===== src/rtl/usb_instr_bridge_ctrl_pkg.sv =====
// Shared register map, bit positions and FSM encoding for the CW305 instruction bridge.
package cw305_bridge_pkg;

  localparam int unsigned REG_INSTR  = 0;
  localparam int unsigned REG_CTRL   = 1;
  localparam int unsigned REG_STATUS = 2;
  localparam int unsigned REG_RESP   = 3;

  localparam int unsigned CTRL_GO    = 0;
  localparam int unsigned CTRL_ABORT = 1;
  localparam int unsigned CTRL_CLEAR = 2;

  localparam int unsigned STAT_BUSY    = 0;
  localparam int unsigned STAT_IVALID  = 1;
  localparam int unsigned STAT_DONE    = 2;
  localparam int unsigned STAT_TIMEOUT = 3;
  localparam int unsigned STAT_OVR     = 4;

  typedef enum logic [2:0] {
    ST_IDLE,
    ST_ISSUE,
    ST_WAIT_RESP,
    ST_DONE,
    ST_ERROR
  } bridge_state_e;

endpackage


===== src/rtl/usb_instr_bridge_ctrl_timeout_cnt.sv =====
// Response-wait counter: held at zero while cleared, flags the terminal count while enabled.
module bridge_timeout_cnt #(
  parameter int unsigned TIMEOUT_CYCLES = 1024
) (
  input  logic i_clk,
  input  logic i_rst,
  input  logic i_clr,
  input  logic i_en,
  output logic o_tc
);

  localparam int unsigned CW = (TIMEOUT_CYCLES > 2) ? $clog2(TIMEOUT_CYCLES) : 1;

  logic [CW-1:0] r_cnt;

  always_ff @(posedge i_clk or posedge i_rst) begin
    if (i_rst) begin
      r_cnt <= '0;
    end else if (i_clr) begin
      r_cnt <= '0;
    end else if (i_en) begin
      r_cnt <= r_cnt + 1'b1;
    end
  end

  assign o_tc = i_en && !i_clr && (r_cnt == CW'(TIMEOUT_CYCLES - 1));

endmodule


===== src/rtl/usb_instr_bridge_ctrl.sv =====
// Host-register to valid/ready instruction bridge with response capture and pollable status.
// Optional response timeout enabled by defining BRIDGE_TIMEOUT_EN.
module usb_instr_bridge_ctrl
  import cw305_bridge_pkg::*;
#(
  parameter int unsigned pADDR_WIDTH    = 21,
  parameter int unsigned pBYTECNT_SIZE  = 2,
  parameter int unsigned pINSTR_WIDTH   = 32,
  parameter int unsigned TIMEOUT_CYCLES = 1024
) (
  input  logic                     clk_i,
  input  logic                     rst_i,
  input  logic [pADDR_WIDTH-1:0]   reg_addr_i,
  input  logic [pBYTECNT_SIZE-1:0] reg_bytecnt_i,
  input  logic [7:0]               reg_wrdata_i,
  input  logic                     reg_write_i,
  input  logic                     reg_read_i,
  output logic [7:0]               reg_rddata_o,
  output logic [pINSTR_WIDTH-1:0]  instr_o,
  output logic                     instr_valid_o,
  input  logic                     instr_ready_i,
  input  logic [pINSTR_WIDTH-1:0]  resp_i,
  input  logic                     resp_valid_i,
  output logic [7:0]               status_o
);

  if (pINSTR_WIDTH != 8 * (2 ** pBYTECNT_SIZE)) begin : g_bad_width
    $error("pINSTR_WIDTH must equal 8 * 2**pBYTECNT_SIZE");
  end
  if (TIMEOUT_CYCLES < 2) begin : g_bad_timeout
    $error("TIMEOUT_CYCLES must be at least 2");
  end

  bridge_state_e r_state, w_state_nxt;

  logic [pINSTR_WIDTH-1:0]  r_instr;
  logic [pINSTR_WIDTH-1:0]  r_resp;
  logic [7:0]               r_rddata;
  logic                     r_done;
  logic                     r_ovr;
  logic [7:0]               w_status;
  logic [7:0]               w_rd_byte;
  logic [pBYTECNT_SIZE+2:0] w_lane_sh;
  logic w_sel_instr, w_sel_ctrl, w_sel_status, w_sel_resp;
  logic w_instr_wr, w_ctrl_wr, w_go, w_abort, w_clear;
  logic w_busy, w_ivalid, w_enter_issue, w_resp_cap, w_tmo_hit;
  logic w_tc, w_tmo;

  assign w_sel_instr  = (reg_addr_i == pADDR_WIDTH'(REG_INSTR));
  assign w_sel_ctrl   = (reg_addr_i == pADDR_WIDTH'(REG_CTRL));
  assign w_sel_status = (reg_addr_i == pADDR_WIDTH'(REG_STATUS));
  assign w_sel_resp   = (reg_addr_i == pADDR_WIDTH'(REG_RESP));
  assign w_lane_sh    = {reg_bytecnt_i, 3'b000};

  assign w_instr_wr = reg_write_i && w_sel_instr;
  assign w_ctrl_wr  = reg_write_i && w_sel_ctrl;
  assign w_abort    = w_ctrl_wr && reg_wrdata_i[CTRL_ABORT];
  assign w_go       = w_ctrl_wr && reg_wrdata_i[CTRL_GO] && !w_abort;
  assign w_clear    = w_ctrl_wr && reg_wrdata_i[CTRL_CLEAR];

  assign w_busy   = (r_state == ST_ISSUE) || (r_state == ST_WAIT_RESP);
  assign w_ivalid = (r_state == ST_ISSUE);

  always_ff @(posedge clk_i or posedge rst_i) begin
    if (rst_i) begin
      r_state <= ST_IDLE;
    end else begin
      r_state <= w_state_nxt;
    end
  end

  // ABORT overrides every other transition; a response beats the timeout.
  always_comb begin
    w_state_nxt = r_state;
    if (w_abort) begin
      w_state_nxt = ST_IDLE;
    end else begin
      unique case (r_state)
        ST_IDLE, ST_DONE, ST_ERROR: if (w_go) w_state_nxt = ST_ISSUE;
        ST_ISSUE:                   if (instr_ready_i) w_state_nxt = ST_WAIT_RESP;
        ST_WAIT_RESP: begin
          if (resp_valid_i) begin
            w_state_nxt = ST_DONE;
          end else if (w_tc) begin
            w_state_nxt = ST_ERROR;
          end
        end
        default:                    w_state_nxt = ST_IDLE;
      endcase
    end
  end

  assign w_enter_issue = (w_state_nxt == ST_ISSUE) && (r_state != ST_ISSUE);
  assign w_resp_cap    = (r_state == ST_WAIT_RESP) && (w_state_nxt == ST_DONE);
  assign w_tmo_hit     = (r_state == ST_WAIT_RESP) && (w_state_nxt == ST_ERROR);

`ifdef BRIDGE_TIMEOUT_EN
  logic r_tmo;

  bridge_timeout_cnt #(
    .TIMEOUT_CYCLES(TIMEOUT_CYCLES)
  ) u_tmo_cnt (
    .i_clk (clk_i),
    .i_rst (rst_i),
    .i_clr (r_state != ST_WAIT_RESP),
    .i_en  (r_state == ST_WAIT_RESP),
    .o_tc  (w_tc)
  );

  always_ff @(posedge clk_i or posedge rst_i) begin
    if (rst_i) begin
      r_tmo <= 1'b0;
    end else if (w_enter_issue) begin
      r_tmo <= 1'b0;
    end else if (w_tmo_hit) begin
      r_tmo <= 1'b1;
    end else if (w_clear && !w_busy) begin
      r_tmo <= 1'b0;
    end
  end

  assign w_tmo = r_tmo;
`else
  assign w_tc  = 1'b0;
  assign w_tmo = 1'b0;
`endif

  always_ff @(posedge clk_i or posedge rst_i) begin
    if (rst_i) begin
      r_done <= 1'b0;
      r_ovr  <= 1'b0;
    end else begin
      if (w_enter_issue) begin
        r_done <= 1'b0;
      end else if (w_resp_cap) begin
        r_done <= 1'b1;
      end else if (w_clear && !w_busy) begin
        r_done <= 1'b0;
      end
      if (w_instr_wr && w_busy) begin
        r_ovr <= 1'b1;
      end else if (w_clear) begin
        r_ovr <= 1'b0;
      end
    end
  end

  // INSTR only accepts host bytes while idle so instr_o stays stable across the handshake.
  always_ff @(posedge clk_i or posedge rst_i) begin
    if (rst_i) begin
      r_instr <= '0;
      r_resp  <= '0;
    end else begin
      if (w_instr_wr && !w_busy) begin
        r_instr[w_lane_sh +: 8] <= reg_wrdata_i;
      end
      if (w_resp_cap) begin
        r_resp <= resp_i;
      end
    end
  end

  always_comb begin
    w_status                = '0;
    w_status[STAT_BUSY]     = w_busy;
    w_status[STAT_IVALID]   = w_ivalid;
    w_status[STAT_DONE]     = r_done;
    w_status[STAT_TIMEOUT]  = w_tmo;
    w_status[STAT_OVR]      = r_ovr;
  end

  always_comb begin
    w_rd_byte = 8'h00;
    if (w_sel_instr) begin
      w_rd_byte = r_instr[w_lane_sh +: 8];
    end else if (w_sel_status) begin
      w_rd_byte = w_status;
    end else if (w_sel_resp) begin
      w_rd_byte = r_resp[w_lane_sh +: 8];
    end
  end

  always_ff @(posedge clk_i or posedge rst_i) begin
    if (rst_i) begin
      r_rddata <= 8'h00;
    end else if (reg_read_i) begin
      r_rddata <= w_rd_byte;
    end
  end

  assign reg_rddata_o  = r_rddata;
  assign instr_o       = r_instr;
  assign instr_valid_o = w_ivalid;
  assign status_o      = w_status;

endmodule


===== config.mk =====
export PLATFORM = sky130hd
export DESIGN_NAME = usb_instr_bridge_ctrl
export DESIGN_NICKNAME = d
export VERILOG_FILES = /design/src/rtl/usb_instr_bridge_ctrl_pkg.sv /design/src/rtl/usb_instr_bridge_ctrl_timeout_cnt.sv /design/src/rtl/usb_instr_bridge_ctrl.sv
export SDC_FILE = /design/constraint.sdc
export NUM_CORES = 1
export LEC_CHECK = 0
export CORE_ASPECT_RATIO = 0.7
export CORE_MARGIN = 5
export CORE_UTILIZATION = 40
export CTS_CLUSTER_DIAMETER = 150
export DETAILED_ROUTE_END_ITERATION = 8
export PLACE_DENSITY = 0.69
export SYNTH_ARGS = -nofsm -noshare
export SYNTH_HDL_FRONTEND = slang
export SYNTH_SLANG_ARGS = --single-unit

===== constraint.sdc =====
create_clock -name clk_i -period 3.6 [get_ports clk_i]
set_input_delay 0.72 -clock clk_i [delete_from_list [all_inputs] [get_ports clk_i]]
set_output_delay 0.72 -clock clk_i [all_outputs]
set_load 0.01 [all_outputs]

; Yosys cells after proc, flatten, opt, wreduce, memory -nomap -nowiden
; Index checks and enable logic that the tools add are counted.
; Widths: inputs -> output; s select.
[word_totals]
ff_bits = 77
ramBits = 0
memories = 0
input_bits = 69
latch_bits = 0
elab_cells = 54
romBits = 0
[op_classes]
n_eq_ne = 10
div = 0
bitwise = 0
n_lt_le_gt_ge = 0
shifts = 4
n_addsub = 1
multipliers = 0
reduce_logical = 19
n_mux = 14
[op_table]
columns = operator, count
row1 = $shiftx 32x6->8, 2
row2 = $eq 21x2->1 const B, 2
row3 = $bwmux 32, 1
row4 = $shift 8x7->32 const A, 1
row5 = $shiftx 8x7->32, 1
row6 = $mux 8, 3
row7 = $eq 21x1->1 const B, 1
row8 = $logic_not 21->1, 1
row9 = $mux 3, 4
row10 = $logic_and 1x1->1, 11
row11 = $eq 3x2->1 const B, 3
row12 = $pmux 3 s3, 1
row13 = $neg 5->7, 1
row14 = $eq 3x1->1 const B, 2
row15 = $mux 1, 5
row16 = $eq 3x3->1 const B, 1
row17 = $logic_not 3->1, 1
row18 = $ne 3x1->1 const B, 1
row19 = $reduce_bool 3->1, 1
row20 = $reduce_or 3->1, 1
row21 = $logic_not 1->1, 2
row22 = $reduce_bool 2->1, 1
row23 = $logic_or 1x1->1, 1

; Longest topological paths before layout
[logic_depth]
word_depth = 12
mapped_depth = 7
depth_no_buf = 5

; Least setup slack after synthesis
; OpenSTA, ideal clock, no wires.
[synth_path]
path_type = input to register
startpoint = input reg_addr_i[18]
endpoint = register r_resp[10]
arrival_ps = 2406
t_required_ps = 3475
stages = 6
setup_time_ps = 125
setup_slack_ps = 1070
path_cell_list = nor4_1 nand3_1 o31a_1 nor3_4 buf_6 mux2_2
[synth_between]
elab_chain_cells = 10
[synth_rtl]
columns = item, line_no
row1 = "start, declared", usb_instr_bridge_ctrl.sv:13  ; input logic [pADDR_WIDTH-1:0] reg_addr_i,
row2 = $eq 21x1->1 (*), usb_instr_bridge_ctrl.sv:50  ; assign w_sel_ctrl = (reg_addr_i == pADDR_WIDTH'(REG_CTRL));
row3 = $logic_and 1x1->1 (*), usb_instr_bridge_ctrl.sv:56  ; assign w_ctrl_wr = reg_write_i && w_sel_ctrl;
row4 = $logic_and 1x1->1, usb_instr_bridge_ctrl.sv:57  ; assign w_abort = w_ctrl_wr && reg_wrdata_i[CTRL_ABORT];
row5 = $logic_not 1->1, usb_instr_bridge_ctrl.sv:58  ; assign w_go = w_ctrl_wr && reg_wrdata_i[CTRL_GO] && !w_abort;
row6 = $logic_and 1x1->1, usb_instr_bridge_ctrl.sv:58
row7 = $mux 3, usb_instr_bridge_ctrl.sv:79  ; ST_IDLE, ST_DONE, ST_ERROR: if (w_go) w_state_nxt = ST_ISSUE;
row8 = $pmux 3 s3, usb_instr_bridge_ctrl.sv:78  ; unique case (r_state)
row9 = $mux 3 (*), usb_instr_bridge_ctrl.sv:75  ; if (w_abort) begin
row10 = $eq 3x2->1 (*), usb_instr_bridge_ctrl.sv:94  ; assign w_resp_cap = (r_state == ST_WAIT_RESP) && (w_state_nxt == ST_DONE);
row11 = $logic_and 1x1->1 (*), usb_instr_bridge_ctrl.sv:94
row12 = "end signal, assigned", usb_instr_bridge_ctrl.sv:158  ; r_resp <= resp_i;
row13 = "end, declared", usb_instr_bridge_ctrl.sv:37  ; logic [pINSTR_WIDTH-1:0] r_resp;
; Every way passes the cells marked *; elsewhere a longest branch is shown, timed or not.
; A chain may end at the register's enable or synchronous reset.

; Final worst setup path
[layout_path]
startpoint = register r_state[0]
endpoint = output status_o[0]
[layout_between]
elab_chain_cells = 2
[layout_rtl]
columns = item, line_no
row1 = "start, declared", usb_instr_bridge_ctrl.sv:34  ; bridge_state_e r_state, w_state_nxt;
row2 = "start signal, assigned", usb_instr_bridge_ctrl.sv:68  ; r_state <= w_state_nxt;
row3 = $eq 3x1->1 or $eq 3x2->1 (tied branches), usb_instr_bridge_ctrl.sv:61  ; assign w_busy = (r_state == ST_ISSUE) || (r_state == ST_WAIT_RESP);
row4 = $logic_or 1x1->1 (*), usb_instr_bridge_ctrl.sv:61
row5 = "end, declared", usb_instr_bridge_ctrl.sv:24  ; output logic [7:0] status_o
; Marks and branches as above.

==> impl_metrics.ini <==
[worst_setup_path]
cp.arrival_ns = 2.30
crit_fanout = 10
critPathTopFamily = buffers and inverters
rr_endpoint = instr_o[3]
timing.rr.start = r_state[1]
crit_cells = 3
worstSetupStartpoint = r_state[0]
r2r_slack_ns = 1.53
crit_chain = or3b_2 -> o21ai_0 -> clkdlybuf4s50_1
start_kind = flip-flop
cp_slowest_stage_delay_ns = 0.68
cp-endpoint = status_o[0]
crit_buf_inv = 1
required_ns = 2.88
cpMaxStageDelayCell = clkdlybuf4s50_1
cp-end-kind = output port
rr_worst_depth = 5
worst-setup-path-type = reg2out

[cts]
cts_setup_buffers = 0
clkSlewWorstSetupHoldPaths_ns = 0.06
hold_buffers = 0
cts_sinks = 77
clkLatencyLatePin_ns = 0.32
cts_tree = built
cts_made_buffers = 9
clk_path_buf_depth = 2
root_buffer = clkbuf_16
ctsHtreeMaxLevel = 3
ctsResizeCount = 0

[timing]
tns_ns = 0
rsz0062_at_grt = no
skew_ns = 0.00706
fmax_mhz = 332
relSlewSlack = 0.534
report.final.slew_viol_count = 0
fin_worst_hold_slack_ns = 0.488
worstMarginPinSlew_ns = 0.691
fin_crit_sh = 0.838
final.min_clock_period_ns = 3.02
hold_violations = 0
setup_viol = 0

[logic_synthesis]
synth_edf_count = 0
synth-seq-area-share = 0.481
ys_types = 41
yosys-top-cells-area = dfrtp_1, mux2i_1, mux2_2
synth_top_family_by_area = multiplexers
synth_flop_cell = dfrtp_1
synth-xor-area-share = 0
yosysTopAreaCell = dfrtp_1
syn_area_mm2 = 0.00401
synth_compound_area_frac = 0.0606
ys_async_sr_fraction = 1.00
synth_mux_area_frac = 0.267
synth_top_area_frac = 0.481
synth-simple-area-share = 0.0990
yosys.area_share.adder = 0.0156
ys_ff_latch = 77
synthCells = 350
avgSynthCellArea_um2 = 11.4
yosysWarnings = 0

[routing]
drt-total-wl_um = 10600
wl_per_cell_um = 17.7
drtIter0Drc = 198
ant_nets = 0
via_count = 3027
drc = 0
drt_first_pass_iters = 4
vias_per_cell = 5.05

[grt]
grt_pass1_vias = 3237
grt_max_degree = 43
busiest_layer = met2
grt_overflow = 0
use_met3 = 0.0449
use_met1 = 0.242
use_met2 = 0.288
grt_first_pass_wirelength_um = 16900
antenna_found_initial = 0
track_usage = 0.177

[power]
p_sw_mw = 0.439
internal_power_mw = 1.50
p_leak_nw = 2.73
power_mw = 1.94
power_density_mw_per_mm2 = 349
ir_worst_vdd_mv = 0.255
comb_power_share = 0.089
swShare = 0.227
p_seq_frac = 0.447
clkPwrFrac = 0.464

[place]
hpwlAfterDp_um = 8020
dp_cells = 583
port_buffers = 113
gp_congestion = 0.816

[floorplan]
start_util = 0.412
dieArea_mm2 = 0.0121
die_h_um = 93.7
io_pins = 118
placementRows = 30
core_mm2 = 0.00972
die_w_um = 130

[finish]
drive_gt1_frac = 0.159
nets = 540
finalNonFillerCells = 599
diodes = 0
utilization = 0.572
area_growth_pct = 38.8

[hold_path]
hp-class = reg2reg

[flow_run]
cap_violations = 0

[outcome]
status = finished, final reports clean
## cell usage in the layout (no fill, tap or decap), types with 3 or more instances in the layout
master / netlist / routed
clkdlybuf4s50_1: 0 / 113
dfrtp_1: 77 / 77
mux2i_1: 44 / 44
inv_1: 44 / 43
nand2_1: 40 / 40
mux2_2: 26 / 26
mux4_2: 12 / 12
o22ai_1: 10 / 10
clkbuf_16: 0 / 9
buf_4: 8 / 9
nor2_1: 7 / 7
o21ai_0: 6 / 6
a21oi_1: 6 / 6
mux2_1: 6 / 6
ha_1: 5 / 5
nor3b_1: 4 / 4
nor4_1: 4 / 4
nor3_1: 4 / 4
nand2_2: 4 / 4
conb_1: 1 / 4
nand3_1: 3 / 3
nand2b_1: 3 / 3
clkinvlp_4: 0 / 3
## cell families after synthesis
group | count (synthesis)
other cells | 1
flops | 77
compound gates | 36
buf+inv | 65
mux | 88
fa+ha+maj | 5
simple gates | 78
## flip-flops by register name, summed over array words and instances (netlist names)
| signal | count |
|---|---|
| instr_o | 32 |
| r_done | 1 |
| r_ovr | 1 |
| r_resp | 32 |
| r_state | 3 |
| reg_rddata_o | 8 |
## power groups by stage
stage               clock network, mW  logic, mW  registers (mW)
floorplan                           0     0.0689           0.881
global placement                    0      0.172           0.881
detailed placement                  0      0.174           0.881
CTS                             0.921      0.175           0.865
global route                    0.946      0.190           0.865
finish                          0.899      0.173           0.865
## cells in the mapped netlist, types with 5 or more instances
master	n
dfrtp_1	77
inv_1	44
mux2i_1	44
nand2_1	40
mux2_2	26
mux4_2	12
o22ai_1	10
buf_4	8
nor2_1	7
a21oi_1	6
mux2_1	6
o21ai_0	6
clkbuf_1	5
ha_1	5
## through the flow
stage               cell area, um2  setup slack (ns)
floorplan                     4020             0.913
global placement              5260             0.576
detailed placement            5260             0.455
CTS                           5560             0.587
global route                  5560             0.508
finish                        5560             0.584
## worst min path at each step
stage                             to       start  depth (start not counted)
after floorplan           r_resp[27]  r_resp[27]                          1
after global placement     r_resp[3]   r_resp[3]                          1
final                     r_resp[28]  r_resp[28]                          1
after CTS                 r_resp[28]  r_resp[28]                          1
after detailed placement  r_resp[28]  r_resp[28]                          1
after global routing      r_resp[26]  r_resp[26]                          1
## metal layers
metal  routed length, um  vias up
li1                    -     1427
met1                5040     1507
met2                4910       87
met3                 633        6
met4                  48        0
met5                   0        -
## area by class of cell
type | instances | area (um2)
tap | 128 | 160
fill | 823 | 4160
inverter | 44 | 165
sequential | 77 | 1930
multi-input combinational | 211 | 1790
timing repair buffer | 123 | 1220
clock buffer | 9 | 225
clock inverter | 7 | 75.1
No activity file was read; power rests on OpenSTA's default activity.
